===== config.mk =====
export PLATFORM = sky130hd
export DESIGN_NAME = bci_window_sequencer
export DESIGN_NICKNAME = d
export VERILOG_FILES = /design/src/rtl/bci_window_sequencer.sv
export SDC_FILE = /design/constraint.sdc
export NUM_CORES = 1
export LEC_CHECK = 0
export ABC_AREA = 1
export BUFFER_PORTS_ARGS = -buffer_cell sky130_fd_sc_hd__buf_4
export CAP_MARGIN = 20
export CELL_PAD_IN_SITES_DETAIL_PLACEMENT = 0
export CELL_PAD_IN_SITES_GLOBAL_PLACEMENT = 1
export CORE_MARGIN = 10
export CORE_UTILIZATION = 37
export DETAILED_ROUTE_END_ITERATION = 10
export PLACE_DENSITY_LB_ADDON = 0.1
export SLEW_MARGIN = 20
export SYNTH_ARGS = -nofsm -noshare
export SYNTH_HDL_FRONTEND = slang
export SYNTH_SLANG_ARGS = --single-unit

===== constraint.sdc =====
create_clock -name i_clk -period 2.3 [get_ports i_clk]
set_input_delay 0.46 -clock i_clk [delete_from_list [all_inputs] [get_ports i_clk]]
set_output_delay 0.46 -clock i_clk [all_outputs]
set_load 0.03 [all_outputs]

===== src/rtl/bci_window_sequencer.sv =====
// Window sequencer for the EEG classification path: streams overlapping sample windows
// from a 1-cycle-latency BRAM to the feature pipeline and collects one label per window.
module bci_window_sequencer #(
    parameter int DATA_W      = 16,
    parameter int ADDR_W      = 21,
    parameter int LABEL_W     = 4,
    parameter int WIN_LEN     = 250,
    parameter int HOP         = 125,
    parameter int NUM_WINDOWS = 9745,
    parameter int TIMEOUT     = 4096
) (
    input  logic               i_clk,
    input  logic               i_rst,
    input  logic               i_enable,
    output logic               o_mem_en,
    output logic [ADDR_W-1:0]  o_mem_addr,
    input  logic [DATA_W-1:0]  i_mem_data,
    output logic               o_smp_valid,
    output logic [DATA_W-1:0]  o_smp_data,
    output logic               o_smp_last,
    input  logic               i_smp_ready,
    input  logic               i_cls_valid,
    input  logic [LABEL_W-1:0] i_cls_label,
    output logic [LABEL_W-1:0] class_label,
    output logic               done,
    output logic               o_timeout,
    output logic               o_finished
);

    localparam int IDX_W = $clog2(WIN_LEN);
    localparam int CNT_W = $clog2(NUM_WINDOWS + 1);
    localparam int WD_W  = $clog2(TIMEOUT);

    localparam logic [IDX_W-1:0]  IDX_LAST = IDX_W'(WIN_LEN - 1);
    localparam logic [WD_W-1:0]   WD_LAST  = WD_W'(TIMEOUT - 1);
    localparam logic [CNT_W-1:0]  CNT_DONE = CNT_W'(NUM_WINDOWS);
    localparam logic [ADDR_W-1:0] HOP_A    = ADDR_W'(HOP);

    localparam longint unsigned SPAN =
        longint'(NUM_WINDOWS - 1) * longint'(HOP) + longint'(WIN_LEN);
    localparam longint unsigned MEM_SIZE = 64'd1 << ADDR_W;

    // Parameter sanity: the last window must fit the address space, so no wrap is possible.
    if (SPAN > MEM_SIZE) begin : g_span_check
        $error("bci_window_sequencer: windows exceed the sample address space");
    end
    if (WIN_LEN < 2 || HOP < 1 || HOP > WIN_LEN || TIMEOUT < 2 || NUM_WINDOWS < 1) begin : g_param_check
        $error("bci_window_sequencer: illegal WIN_LEN/HOP/TIMEOUT/NUM_WINDOWS");
    end

    typedef enum logic [2:0] {
        S_IDLE,
        S_FETCH,
        S_LATCH,
        S_SEND,
        S_WAIT_CLS,
        S_EMIT,
        S_FINISH
    } state_t;

    state_t               state_reg,    state_next;
    logic [ADDR_W-1:0]    win_base_reg, win_base_next;
    logic [IDX_W-1:0]     idx_reg,      idx_next;
    logic [CNT_W-1:0]     win_cnt_reg,  win_cnt_next;
    logic [WD_W-1:0]      wd_cnt_reg,   wd_cnt_next;
    logic [ADDR_W-1:0]    mem_addr_reg, mem_addr_next;
    logic [DATA_W-1:0]    smp_data_reg, smp_data_next;
    logic [LABEL_W-1:0]   label_reg,    label_next;
    logic                 timeout_reg,  timeout_next;
    logic                 finished_reg, finished_next;

    always_ff @(posedge i_clk) begin
        if (i_rst) begin
            state_reg    <= S_IDLE;
            win_base_reg <= '0;
            idx_reg      <= '0;
            win_cnt_reg  <= '0;
            wd_cnt_reg   <= '0;
            mem_addr_reg <= '0;
            smp_data_reg <= '0;
            label_reg    <= '0;
            timeout_reg  <= 1'b0;
            finished_reg <= 1'b0;
        end else begin
            state_reg    <= state_next;
            win_base_reg <= win_base_next;
            idx_reg      <= idx_next;
            win_cnt_reg  <= win_cnt_next;
            wd_cnt_reg   <= wd_cnt_next;
            mem_addr_reg <= mem_addr_next;
            smp_data_reg <= smp_data_next;
            label_reg    <= label_next;
            timeout_reg  <= timeout_next;
            finished_reg <= finished_next;
        end
    end

    always_comb begin
        state_next    = state_reg;
        win_base_next = win_base_reg;
        idx_next      = idx_reg;
        win_cnt_next  = win_cnt_reg;
        wd_cnt_next   = wd_cnt_reg;
        mem_addr_next = mem_addr_reg;
        smp_data_next = smp_data_reg;
        label_next    = label_reg;
        timeout_next  = timeout_reg;
        finished_next = finished_reg;
        o_mem_en      = 1'b0;
        o_smp_valid   = 1'b0;
        o_smp_last    = 1'b0;
        done          = 1'b0;

        case (state_reg)
            S_IDLE: begin
                if (i_enable) begin
                    state_next = S_FETCH;
                end
            end
            S_FETCH: begin
                // Pausing here means no read is in flight, so resume needs no replay.
                o_mem_en = i_enable;
                if (i_enable) begin
                    state_next = S_LATCH;
                end
            end
            S_LATCH: begin
                smp_data_next = i_mem_data;
                state_next    = S_SEND;
            end
            S_SEND: begin
                o_smp_valid = 1'b1;
                o_smp_last  = (idx_reg == IDX_LAST);
                if (i_smp_ready) begin
                    if (idx_reg == IDX_LAST) begin
                        idx_next    = '0;
                        wd_cnt_next = '0;
                        state_next  = S_WAIT_CLS;
                    end else begin
                        idx_next      = idx_reg + 1'b1;
                        mem_addr_next = win_base_reg + ADDR_W'(idx_next);
                        state_next    = S_FETCH;
                    end
                end
            end
            S_WAIT_CLS: begin
                wd_cnt_next = wd_cnt_reg + 1'b1;
                // A result arriving on the expiry cycle still counts as an answer.
                if (i_cls_valid) begin
                    label_next = i_cls_label;
                    state_next = S_EMIT;
                end else if (wd_cnt_reg == WD_LAST) begin
                    label_next   = '1;
                    timeout_next = 1'b1;
                    state_next   = S_EMIT;
                end
            end
            S_EMIT: begin
                done          = 1'b1;
                win_cnt_next  = win_cnt_reg + 1'b1;
                win_base_next = win_base_reg + HOP_A;
                if (win_cnt_next == CNT_DONE) begin
                    finished_next = 1'b1;
                    state_next    = S_FINISH;
                end else begin
                    mem_addr_next = win_base_next;
                    state_next    = S_FETCH;
                end
            end
            S_FINISH: begin
                state_next = S_FINISH;
            end
            default: begin
                state_next = S_IDLE;
            end
        endcase
    end

    assign o_mem_addr  = mem_addr_reg;
    assign o_smp_data  = smp_data_reg;
    assign class_label = label_reg;
    assign o_timeout   = timeout_reg;
    assign o_finished  = finished_reg;

endmodule

* Yosys cells after proc, flatten, opt, wreduce, memory -nomap -nowiden
Index checks and enable logic that the tools add are counted.
** Storage, ports and cells
- Bits in registers :: 101
- Word-level logic and storage cells :: 65
** Cells by class
- Add/subtract/negate cells :: 5
- Eq/ne operators :: 16
- Mux-type cells :: 22
- Bitwise gates (word level) :: 1
- Reductions and logical operators :: 11
** Operators with widths (number)
- 21-bit two-way mux :: 3
- 21-bit case mux with 2 select lines :: 1
- 12-bit two-way mux :: 2
- 12-bit case mux with 2 select lines :: 1
- 21-bit by 7-bit adder with 21-bit output (second input constant) :: 1
- 21-bit by 8-bit adder with 21-bit output :: 1
- 3-bit two-way mux :: 7
- 3-bit case mux with 7 select lines :: 1
- 14-bit by 1-bit adder with 14-bit output (second input constant) :: 1
- 14-bit equality test (second input constant) :: 1
- 12-bit by 1-bit adder with 12-bit output (second input constant) :: 1
- 12-bit equality test (second input constant) :: 1
- 2-bit != test (second input constant) :: 6
- 3-bit equality test (second input constant) :: 3
- 8-bit by 1-bit adder with 8-bit output (second input constant) :: 1
- 8-bit equality test (second input constant) :: 1
- 4-bit two-way mux :: 2
- 8-bit two-way mux :: 1
- 4-bit AND reduction :: 2
- 3-bit by 2-bit equality test with 1-bit output (second input constant) :: 2
- 2-bit AND reduction :: 3
- 3-bit AND reduction :: 2
- 2-bit nonzero test :: 3
- 1-bit two-way mux :: 4
- 4 further kinds :: 4

* Depth between registers and ports, before layout
Gate-level depths: netlist of the first run.
- Word-level depth :: 5
- Gate-level depth with buffers :: 18

* Worst setup path after synthesis of the first run
OpenSTA, ideal clock, no wires.
- Kind :: register -> register
- Start point :: reg idx_reg[0]
- End point :: reg mem_addr_reg[11], in the netlist o_mem_addr[11]
- Data arrival time :: 2.239 ns
- Data required time :: 2.185 ns
- Slack :: -0.054 ns
- Cell stages (with the launch flop) :: 18
- Path buffers :: 0
- Cell sequence :: dfxtp_1 ha_1 nand3_1 nor2_1 xor2_1 ha_1 nand2_1 inv_1 nand2_1 nand3_1 nand2_1 o21ai_0 nand3_1 nand2_1 nor2_1 nand3_1 nand2_1 nor2_1
** On the way
- Longest elaborated chain between the ends :: 5
- Elaborated cells between the ends (all ways) :: 8
- Classes of those cells :: add/sub (2); eq/ne (2); mux (3); reduce/logical (1)
** Ends and longest elaborated chain
- start: declaration :: line 63 : logic [IDX_W-1:0] idx_reg, idx_next;
- start signal: assignment :: line 87 : idx_reg <= idx_next;
- 8-bit by 1-bit adder with 8-bit output :: line 140 : idx_next = idx_reg + 1'b1;
- 21-bit by 8-bit adder with 21-bit output :: line 141 : mem_addr_next = win_base_reg + ADDR_W'(idx_next);
- 21-bit two-way mux :: line 135 : if (idx_reg == IDX_LAST) begin
- 21-bit two-way mux :: line 134 : if (i_smp_ready) begin
- 21-bit case mux with 2 select lines :: line 114 : case (state_reg)
- end signal: assignment :: line 90 : mem_addr_reg <= mem_addr_next;
- end: declaration :: line 66 : logic [ADDR_W-1:0] mem_addr_reg, mem_addr_next;
Several ways; a longest one is shown, not always the timed one. The select of a mux whose other input is x is not followed.
A chain may end at the register's enable or synchronous reset.

* Final worst setup path of the first run
- Start point :: reg idx_reg[3]
- End point :: reg mem_addr_reg[12], in the netlist o_mem_addr[12]
The elaborated chain is that of the path after synthesis.

==> results of run 1 <==
repair_timing:
action / in CTS / in global routing
setup buffers: 4 / 3
setup endpoints to repair: 18 / 21
resized for setup: 50 / 72
pin swaps: 17 / 41
metal layers:
metal / wire length, um / part of all wire, % / global-route usage, %
met1: 7600 / 46 / 18.8
met2: 8090 / 49 / 24.9
met3: 522 / 3.2 / 2.42
met4: 226 / 1.4 / 4.70
met5: 0 / 0 / 0
cells in the final DEF, fill, tap and decap left out, types with 2 or more instances in the layout:
cell type / netlist / routed
nand3_1: 65 / 55
xor2_1: 12 / 10
a21oi_1: 81 / 73
xor2_4: 0 / 2
clkbuf_16: 0 / 9
nor3_4: 3 / 4
ha_4: 0 / 9
nor2_4: 2 / 11
a22oi_1: 2 / 2
nand4_1: 12 / 12
nand2_2: 3 / 12
o21ai_1: 0 / 4
nor3_2: 3 / 2
buf_6: 3 / 4
inv_1: 108 / 102
o21ai_0: 52 / 43
nor3_1: 13 / 13
o21ai_2: 2 / 6
a21oi_4: 0 / 2
nand3b_1: 16 / 16
dfxtp_4: 0 / 5
o21bai_1: 2 / 2
nand2_1: 201 / 183
nor2_1: 122 / 114
bufinv_16: 0 / 2
nand3_2: 0 / 7
ha_1: 16 / 6
buf_4: 0 / 114
nor2_2: 6 / 5
inv_2: 6 / 12
dfxtp_1: 101 / 93
a21oi_2: 0 / 6
o211ai_1: 7 / 7
nand2_4: 1 / 10
a211oi_1: 7 / 7
nand3_4: 0 / 3
dfxtp_2: 0 / 3
kinds of logic (layout without fill, tap and decap cells):
| family | Yosys count | count (layout) | share of synthesized area, % |
|---|---|---|---|
| AND/OR/NAND/NOR | 452 | 452 | 34.7 |
| AO/OA/AOI/OAI | 155 | 155 | 14.4 |
| XOR/XNOR | 14 | 14 | 2.12 |
| buffers and inverters | 145 | 248 | 9.98 |
| flip-flops | 101 | 101 | 34.9 |
| adder cells (fa/ha/maj) | 17 | 17 | 3.80 |
how the worst max path moves through the flow:
stage | from | end | slack (ps) | cells past startpoint
2_1_floorplan | idx_reg[0] | o_mem_addr[12] | 20 | 15
3_3_place_gp | idx_reg[2] | o_mem_addr[10] | -240 | 14
3_5_place_dp | idx_reg[0] | o_mem_addr[11] | -280 | 17
4_1_cts | idx_reg[0] | o_mem_addr[17] | -20 | 16
5_1_grt | idx_reg[1] | o_mem_addr[14] | -160 | 17
6_report | idx_reg[3] | o_mem_addr[12] | -30 | 16
worst reg2reg max path: cells and delay by family (launching register included):
family                   cells  cell delay [ps]
AND/OR/NAND/NOR             11             1060
adder cells (fa/ha/maj)      1              390
flip-flops                   1              370
XOR/XNOR                     1              170
AO/OA/AOI/OAI                2              160
buffers and inverters        1               80
layout make-up:
cell class / instances / share of cell area, %
Clock inverter: 5 / 1.11
Inverter: 115 / 5.69
Clock buffer: 9 / 2.95
Multi-Input combinational cell: 638 / 47.9
Sequential cell: 101 / 26.8
Timing Repair Buffer: 119 / 12.1
Tap cell: 211 / 3.46
power by group through the flow:
stage	logic (mW)	registers (mW)	clock network [mW]
after CTS	0.257	1.79	1.71
final	0.255	1.79	1.66
after global placement	0.255	1.83	0
after floorplan	0.100	1.88	0
after global routing	0.280	1.79	1.77
after detailed placement	0.256	1.83	0
==> metrics.csv, run 1 <==
stage;metric;value;unit
synthesis;Post-Synthesis Cell Area;5790;um2
routing;vias per cell;4.96;
clocking;clk root buf;clkbuf_16;
setup_path;CP bufs+invs;1;
synthesis;post-synthesis sequential area ratio;34.9;%
grt;vias in the first global route;5491;
routing;Avg WL per Cell;13.7;um
synthesis;number of synthesized flops with an enable pin;0;
final_layout;fill count;1538;
worst_hold_path;Hold Path Sink;o_smp_data[12];
grt;GRT overflow;0;
clocking;CTS H-tree lvls;3;
synthesis;Yosys top cell by area;dfxtp_1;
final_layout;area of the multi-input gates;3660;um2
final_layout;# diodes;0;
setup_path;r2r startpoint;idx_reg[3];
setup_path;Largest stage delay, worst path;390;ps
sta;Final Cycle Share;101;%
synthesis;Syn Area/Cell;6.55;um2
sta;Worst Hold Slack;322;ps
final_layout;Layout Cells excl Fill;1198;
sta;setup violators final;3;
routing;First-pass DRT Iterations;5;
synthesis;fraction of registers with async set/reset;0;%
setup_path;kind of critical path;flip-flop to flip-flop;
power;internal power;2.81;mW
clocking;hold-fix buffers at CTS;0;
sta;RSZ-0062 raised after global routing;true;
setup_path;Slowest-stage cell, CP;ha_1;
power;Peak VDD IR;423;uV
power;Comb power frac;6.9;%
synthesis;synth top area cells;dfxtp_1 35%, nand2_1 13%, nor2_1 7.9%, a21oi_1 7.0%, inv_1 7.0%;
sta;Fin Setup TNS;-46.4;ps
final_layout;area delta synth->final;31.8;%
outcome;status;complete, but fails checks;
synthesis;most used flip-flop cell after synthesis;dfxtp_1;
routing;initial DRC count;327;
setup_path;crit-path max FO;5;
setup_path;Crit path max-delay family;simple AND/OR/NAND/NOR gates;
setup_path;kind of start point of the critical path;flip-flop;
setup_path;required time worst endpoint;2550;ps
setup_path;Worst setup EP type;flip-flop;
place;DP Wirelength;11700;um
synthesis;area share of the largest cell type after synthesis;34.9;%
setup_path;CP Cell Sequence;inv_1, nor2_4, nand4_1, xnor2_1, ha_1, nand2_4, nor2_4, and2_1, nand2_1, nand2_2, a21oi_1, o21ai_1, nand2_1, nand3b_1, nand2_1, nor2_1;
routing;Routed Antenna Nets;0;
place;setup slack at placement;-277;ps
synthesis;top cells by count, synth;201 x nand2_1, 122 x nor2_1, 108 x inv_1, 101 x dfxtp_1, 81 x a21oi_1;
die;area of the core;15300;um2
sta;Final Max Tran Viols;0;
power;Psw;888;uW
grt;antenna violations before repair;0;
synthesis;Synth Register Bits;101;
job;Max-cap violations;0;
sta;Max-slew headroom;48.4;%
routing;DRC;0;
worst_hold_path;worst hold-check path type;primary input to flip-flop;
sta;Slew @ Worst Pin;773;ps
sta;fmax;0.429;GHz
setup_path;Register-to-Register Path Depth;16;
worst_hold_path;hold wc startpoint;i_mem_data[12];
clocking;Longest Clk Path Bufs;2;
die;Die Ht;145;um
sta;Layout Skew;9.66;ps
die;Die ar.;21100;um2
place;DP Cell Count;1177;
outcome;violated checks;negative setup slack;
setup_path;r2r endpoint;o_mem_addr[12];
final_layout;layout cell share with drive strength beyond 1;24.2;%
sta;Tmin final;2330;ps
grt;largest net degree at the start of global routing;47;
power;pwr dens;485;nW/um2
place;Placed Area;6770;um2
die;Initial Util;37.9;%
setup_path;Worst R2R Setup Slack;-30;ps
final_layout;FF+latch area;2040;um2
clocking;CTS tree;done;
grt;first-pass GRT wire length;26600;um
setup_path;WP data arrival;2580;ps
clocking;CTS clk-pin slew, worst paths;80;ps
die;I/O pins;72;
routing;final WL;16400;um
synthesis;post-synth cell types;38;
synthesis;top-count cell post-synth;nand2_1;
clocking;cts bufs inserted;9;
power;total power;3.70;mW
final_layout;final instance area;7630;um2
place;IO Port Bufs;71;
synthesis;synth warn;0;
die;row cnt;45;
sta;Final Hold Viols;0;
synthesis;post-synthesis net count;926;
worst_hold_path;Worst Hold Path Cells;3;
routing;DR vias;5939;
place;GPL Wtd Cong;0.857;
power;sequential share of power;48.3;%
power;Leak;3.39;nW
sta;setup ws final;-33.0;ps
die;chip width;145;um
synthesis;post-synthesis cell count;884;
clocking;worst skew pair latency;360;ps
final_layout;Final #Nets;1026;
setup_path;most used cell, CP;nand2_1;
power;switching share of power;24.0;%
grt;total global-route track usage;14.8;%
clocking;CTS Sinks;101;
final_layout;utilization after layout;50.0;%
power;Clock Power Share;44.8;%
Note: power is estimated with default switching activity, not from simulation.
==> inputs of run 2 (changes only) <==
--- a/config.mk
+++ b/config.mk
@@ -13,7 +13,9 @@
 export CORE_MARGIN = 10
 export CORE_UTILIZATION = 37
 export DETAILED_ROUTE_END_ITERATION = 10
+export GPL_TIMING_DRIVEN = 1
 export PLACE_DENSITY_LB_ADDON = 0.1
+export RECOVER_POWER = 100
 export SLEW_MARGIN = 20
 export SYNTH_ARGS = -nofsm -noshare
 export SYNTH_HDL_FRONTEND = slang
==> run 2 against run 1 <==
The flow still finishes with violations (negative setup slack). Final cell count stayed put. Routed wire length fell by 0.40%. Power decreased by 0.62%. Utilization down 1.3 points.
==> metrics.csv, run 2 (same netlist as run 1, synthesis figures left out) <==
stage;metric;value;unit;change
grt;GRT overflow;0;;unchanged
sta;fmax;0.430;GHz;was 0.429 GHz
setup_path;CP Cell Sequence;inv_1, nor2_4, nand4_1, xnor2_1, ha_1, nand2_4, nor2_4, and2_1, nand2_1, nand2_2, a21oi_1, o21ai_1, nand2_1, nand3b_1, nand2_1, nor2_1;;unchanged
grt;vias in the first global route;5491;;unchanged
final_layout;most frequent cells in the layout;183 x nand2_1, 115 x nor2_1, 104 x inv_1;;was 183 x nand2_1, 114 x nor2_1, 114 x buf_4
sta;Final Cycle Share;101;%;about the same
sta;Final Max Tran Viols;0;;unchanged
setup_path;required time worst endpoint;2550;ps;about the same
clocking;worst skew pair latency;360;ps;about the same
setup_path;Crit path max-delay family;simple AND/OR/NAND/NOR gates;;unchanged
setup_path;WP data arrival;2570;ps;was 2580 ps
final_layout;layout cell share with drive strength beyond 1;18.9;%;was 24.2%
sta;setup violators final;3;;unchanged
place;Placed Area;6770;um2;unchanged
die;Die Ht;145;um;unchanged
sta;Max-slew headroom;49.5;%;was 48.4%
outcome;violated checks;negative setup slack;;unchanged
power;Peak VDD IR;424;uV;was 423 uV
setup_path;most used cell, CP;nand2_1;;unchanged
setup_path;Largest stage delay, worst path;390;ps;about the same
grt;total global-route track usage;14.8;%;unchanged
clocking;hold-fix buffers at CTS;0;;unchanged
final_layout;commonest non-fill, non-tap cell in the layout;nand2_1;;unchanged
power;pwr dens;494;nW/um2;was 485 nW/um2
die;chip width;145;um;unchanged
clocking;CTS Sinks;101;;unchanged
final_layout;final instance area;7440;um2;was 7630 um2
job;Max-cap violations;0;;unchanged
clocking;CTS tree;done;;unchanged
clocking;CTS clk-pin slew, worst paths;70;ps;was 80 ps
routing;final WL;16400;um;about the same
grt;largest net degree at the start of global routing;47;;unchanged
clocking;cts bufs inserted;9;;unchanged
grt;met3 Use GR;2.42;%;unchanged
sta;Final Hold Viols;0;;unchanged
grt;met2 Use GR;24.9;%;unchanged
routing;initial DRC count;331;;was 327
routing;First-pass DRT Iterations;5;;unchanged
setup_path;Slowest-stage cell, CP;ha_1;;unchanged
clocking;CTS H-tree lvls;3;;unchanged
clocking;Longest Clk Path Bufs;2;;unchanged
die;Die ar.;21100;um2;unchanged
setup_path;kind of critical path;flip-flop to flip-flop;;unchanged
final_layout;area delta synth->final;28.4;%;was 31.8%
die;row cnt;45;;unchanged
power;total power;3.68;mW;was 3.70 mW
outcome;status;complete, but fails checks;;unchanged
die;area of the core;15300;um2;unchanged
place;GPL Wtd Cong;0.857;;unchanged
grt;first-pass GRT wire length;26600;um;unchanged
routing;Avg WL per Cell;13.7;um;about the same
grt;grt peak-use layer;met2;;unchanged
final_layout;Final #Nets;1026;;unchanged
place;IO Port Bufs;71;;unchanged
routing;Routed Antenna Nets;0;;unchanged
worst_hold_path;worst hold-check path type;primary input to flip-flop;;unchanged
power;Leak;3.19;nW;was 3.39 nW
routing;DRC;0;;unchanged
setup_path;crit-path max FO;5;;unchanged
setup_path;kind of start point of the critical path;flip-flop;;unchanged
sta;Layout Skew;8.82;ps;was 9.66 ps
routing;DR vias;5926;;was 5939
sta;setup ws final;-24.4;ps;was -33.0 ps
clocking;clk root buf;clkbuf_16;;unchanged
sta;Slew @ Worst Pin;757;ps;was 773 ps
setup_path;Worst setup EP type;flip-flop;;unchanged
place;DP Wirelength;11700;um;unchanged
sta;RSZ-0062 raised after global routing;true;;unchanged
final_layout;# diodes;0;;unchanged
sta;Tmin final;2320;ps;was 2330 ps
routing;vias per cell;4.95;;was 4.96
die;Initial Util;37.9;%;unchanged
grt;antenna violations before repair;0;;unchanged
setup_path;CP bufs+invs;1;;unchanged
grt;met1 Use GR;18.8;%;unchanged
die;I/O pins;72;;unchanged
-- run 2: worst register-to-register path: stages (launching register included) --
cell and delay [ps]:
dfxtp_4 370, inv_1 80, nor2_4 120, nand4_1 110
xnor2_1 170, ha_1 390, nand2_4 80, nor2_4 90
and2_1 130, nand2_1 60, nand2_2 120, a21oi_1 80
o21ai_1 80, nand2_1 70, nand3b_1 160, nand2_1 60
nor2_1 40
-- run 2: per-stage QoR --
step / std cells / hold WS (ps) / setup TNS [ps] / worst slack, ps / utilization, %
floorplan: 884 / 423 / 0 / 19.4 / -
global placement: 1177 / 435 / -2410 / -235 / 44.4
detailed placement: 1177 / 439 / -3040 / -277 / 44.4
CTS: 1195 / 316 / -23.7 / -19.8 / 47.8
global route: 1198 / 331 / -2310 / -162 / 48.7
finish: 1198 / 322 / -37.8 / -24.4 / 48.7
-- run 2: worst paths after layout --
kind / startpoint / end / slack [ps] / cells past startpoint
max: idx_reg[3] / o_mem_addr[12] / -20 / 16
min: i_mem_data[12] / o_smp_data[12] / 320 / 3
max reg2reg: idx_reg[3] / o_mem_addr[12] / -20 / 16
min reg2reg: wd_cnt_reg[4] / wd_cnt_reg[4] / 450 / 2
-- run 2: final cells by class --
type | instances | area (um2)
Inverter | 115 | 434
Multi-Input combinational cell | 638 | 3640
Clock buffer | 9 | 225
Timing Repair Buffer | 119 | 742
Clock inverter | 5 | 85.1
Tap cell | 211 | 264
Fill cell | 1594 | 7820
Sequential cell | 101 | 2040
-- run 2: routing by layer --
| layer | routed length (um) | part of all wire (%) |
|---|---|---|
| met5 | 0 | 0 |
| met4 | 229 | 1.4 |
| met3 | 497 | 3.0 |
| met2 | 8050 | 49 |
| met1 | 7590 | 46 |
-- run 2: power by group --
group / leakage (nW) / switching, mW / total, mW / internal, mW
sequential: 0.821 / 0.0181 / 1.79 / 1.77
clock: 0.148 / 0.711 / 1.66 / 0.949
combinational: 2.22 / 0.159 / 0.231 / 0.0717
-- run 2: what timing repair did --
| item | CTS | global route |
|---|---|---|
| setup endpoints to repair | 18 | 21 |
| pin swaps | 17 | 41 |
| resized for setup | 50 | 72 |
| hold endpoints to repair | 0 | 0 |
| setup buffers | 4 | 3 |
==> inputs of run 3 (changes only) <==
--- a/config.mk
+++ b/config.mk
@@ -16,6 +16,7 @@
 export GPL_TIMING_DRIVEN = 1
 export PLACE_DENSITY_LB_ADDON = 0.1
 export RECOVER_POWER = 100
+export SETUP_SLACK_MARGIN = 0.3
 export SLEW_MARGIN = 20
 export SYNTH_ARGS = -nofsm -noshare
 export SYNTH_HDL_FRONTEND = slang
==> constraint.sdc (replaced) <==
create_clock -name i_clk -period 2.3 [get_ports i_clk]
set_input_delay 0.46 -clock i_clk [delete_from_list [all_inputs] [get_ports i_clk]]
set_output_delay 0.46 -clock i_clk [all_outputs]
set_load 0.005 [all_outputs]
==> run 3 against run 2 <==
The run still ends with negative setup slack left. Flip-flop and latch count is the same. Routed wire length shrank 0.19%. Clock power is essentially flat. Critical endpoint is now o_mem_addr[9]. Largest cell class unchanged. Largest power group unchanged.
==> metrics.csv, run 3 (same netlist as run 1, synthesis figures left out) <==
stage;metric;value;unit;change
grt;grt peak-use layer;met2;;unchanged
setup_path;crit-path max FO;4;;was 5
grt;vias in the first global route;5592;;was 5491
job;Max-cap violations;0;;unchanged
clocking;CTS Sinks;101;;unchanged
setup_path;required time worst endpoint;2550;ps;about the same
routing;final WL;16300;um;was 16400 um
grt;first-pass GRT wire length;27100;um;was 26600 um
setup_path;r2r endpoint;o_mem_addr[9];;was o_mem_addr[12]
sta;Final Cycle Share;100;%;was 101%
worst_hold_path;worst hold-check path type;primary input to flip-flop;;unchanged
place;DP Wirelength;11500;um;was 11700 um
sta;Slew @ Worst Pin;722;ps;was 757 ps
routing;Avg WL per Cell;13.8;um;was 13.7 um
routing;Routed Antenna Nets;0;;unchanged
sta;fmax;0.434;GHz;was 0.430 GHz
grt;met3 Use GR;2.45;%;was 2.42%
clocking;Longest Clk Path Bufs;2;;unchanged
setup_path;Worst setup EP type;flip-flop;;unchanged
grt;met1 Use GR;18.8;%;unchanged
setup_path;Largest stage delay, worst path;390;ps;about the same
routing;First-pass DRT Iterations;5;;unchanged
outcome;violated checks;negative setup slack;;unchanged
grt;antenna violations before repair;0;;unchanged
routing;initial DRC count;397;;was 331
sta;Final Hold Viols;0;;unchanged
die;Initial Util;37.9;%;unchanged
worst_hold_path;Worst Hold Path Cells;3;;unchanged
setup_path;Worst R2R Setup Slack;-3;ps;was -20 ps
setup_path;CP Cell Sequence;ha_4, nand3_4, nor2_4, xor2_2, ha_4, nand2_2, nor2_1, nand2_1, nand3_4, nand2_2, nand2_2, nand3_1, nand2_1, nor2_1, nand3_1, nand2_1, nor2_1;;was inv_1, nor2_4, nand4_1, xnor2_1, ha_1, nand2_4, nor2_4, and2_1, nand2_1, nand2_2, a21oi_1, o21ai_1, nand2_1, nand3b_1, nand2_1, nor2_1
final_layout;# diodes;0;;unchanged
place;DP Cell Count;1156;;was 1177
place;Placed Area;6690;um2;was 6770 um2
final_layout;most frequent cells in the layout;187 x nand2_1, 114 x nor2_1, 104 x inv_1;;was 183 x nand2_1, 115 x nor2_1, 104 x inv_1
die;Die Ht;145;um;unchanged
final_layout;commonest non-fill, non-tap cell in the layout;nand2_1;;unchanged
setup_path;WP data arrival;2550;ps;was 2570 ps
clocking;cts bufs inserted;9;;unchanged
clocking;CTS H-tree lvls;3;;unchanged
setup_path;Slowest-stage cell, CP;dfxtp_4;;was ha_1
clocking;clk root buf;clkbuf_16;;unchanged
sta;Layout Skew;10.4;ps;was 8.82 ps
sta;Tmin final;2300;ps;was 2320 ps
sta;setup violators final;1;;was 3
die;chip width;145;um;unchanged
setup_path;Register-to-Register Path Depth;17;;was 16
sta;Max-slew headroom;51.8;%;was 49.5%
die;area of the core;15300;um2;unchanged
final_layout;layout cell share with drive strength beyond 1;21.5;%;was 18.9%
place;GPL Wtd Cong;0.847;;was 0.857
routing;DR vias;5863;;was 5926
die;Die ar.;21100;um2;unchanged
place;IO Port Bufs;71;;unchanged
grt;met2 Use GR;25.7;%;was 24.9%
setup_path;kind of critical path;flip-flop to flip-flop;;unchanged
grt;GRT overflow;0;;unchanged
sta;setup ws final;-3.41;ps;was -24.4 ps
power;Leak;3.21;nW;was 3.19 nW
power;pwr dens;492;nW/um2;was 494 nW/um2
final_layout;Layout Cells excl Fill;1182;;was 1198
setup_path;Setup crit start;idx_reg[0];;was idx_reg[3]
setup_path;r2r startpoint;idx_reg[0];;was idx_reg[3]
clocking;hold-fix buffers at CTS;0;;unchanged
die;row cnt;45;;unchanged
final_layout;final instance area;7450;um2;was 7440 um2
sta;RSZ-0062 raised after global routing;true;;unchanged
clocking;CTS clk-pin slew, worst paths;70;ps;about the same
outcome;status;complete, but fails checks;;unchanged
setup_path;critical path endpoint;o_mem_addr[9];;was o_mem_addr[12]
clocking;worst skew pair latency;360;ps;about the same
power;Peak VDD IR;333;uV;was 424 uV
sta;Final Max Tran Viols;0;;unchanged
routing;DRC;0;;unchanged
grt;total global-route track usage;15.1;%;was 14.8%
grt;largest net degree at the start of global routing;46;;was 47
final_layout;area delta synth->final;28.7;%;was 28.4%
clocking;CTS tree;done;;unchanged
routing;vias per cell;4.96;;was 4.95
die;I/O pins;72;;unchanged
setup_path;kind of start point of the critical path;flip-flop;;unchanged
final_layout;Final #Nets;1009;;was 1026
## run 3: cell types whose count changed in the layout (fill, tap and decap cells not counted), sizes merged
cell      previous run  this run
clkbuf              59        57
clkinvlp             1         0
buf                 69        56
inv                116       115
clkinv               1         2
## run 3: stage by stage
stage | hold WS (ps) | power (mW) | util (%) | worst slack [ps] | setup TNS (ps)
final | 334 | 3.67 | 48.9 | -3.41 | -3.41
after global routing | 330 | 3.81 | 48.9 | -164 | -1450
after CTS | 314 | 3.73 | 48.0 | 53.5 | 0
after detailed placement | 438 | 2.04 | 43.8 | -44.8 | -150
after global placement | 436 | 2.04 | 43.8 | -8.89 | -9.49
after floorplan | 423 | 1.93 | - | 188 | 0
## run 3: worst min path at each step
stage                   startpoint             end  slack (ps)
floorplan            wd_cnt_reg[4]   wd_cnt_reg[4]         420
global placement     wd_cnt_reg[4]   wd_cnt_reg[4]         440
detailed placement   wd_cnt_reg[4]   wd_cnt_reg[4]         440
CTS                 i_mem_data[13]  o_smp_data[13]         310
global route        i_mem_data[12]  o_smp_data[12]         330
finish              i_mem_data[13]  o_smp_data[13]         330
## run 3: power by group
group          switching [mW]  internal [mW]
combinational           0.113         0.0922
sequential             0.0190           1.77
clock                   0.697          0.979
total                   0.830           2.84
## run 3: metal layers
layer  vias up  share of wire [%]
met4         0                1.8
met1      2730                 46
met5         -                  0
li1       3021                  -
met3        18                3.3
met2        94                 49
## run 3: timing repair
action / 4_1_cts / 5_1_grt
hold endpoints to repair: 0 / 0
endpoints found under the setup margin: 23 / 35
pin swaps: 27 / 12
gates resized for setup: 66 / 29
buffers inserted: 6 / 2
gates cloned: 0 / 3
## run 3: worst max-delay path, delay by kind of cell (launching register included)
kind	cells	cell delay, ps
adder cells (fa/ha/maj)	2	420
AND/OR/NAND/NOR	14	1140
XOR/XNOR	1	230
flip-flops	1	390
## run 3: final cells by class
cell class                      instances  area [um2]
Fill cell                            1557        7800
Multi-Input combinational cell        638        3590
Sequential cell                       101        2060
Timing Repair Buffer                  102         790
Inverter                              115         437
Tap cell                              211         264
Clock buffer                           11         243
Clock inverter                          4        73.8
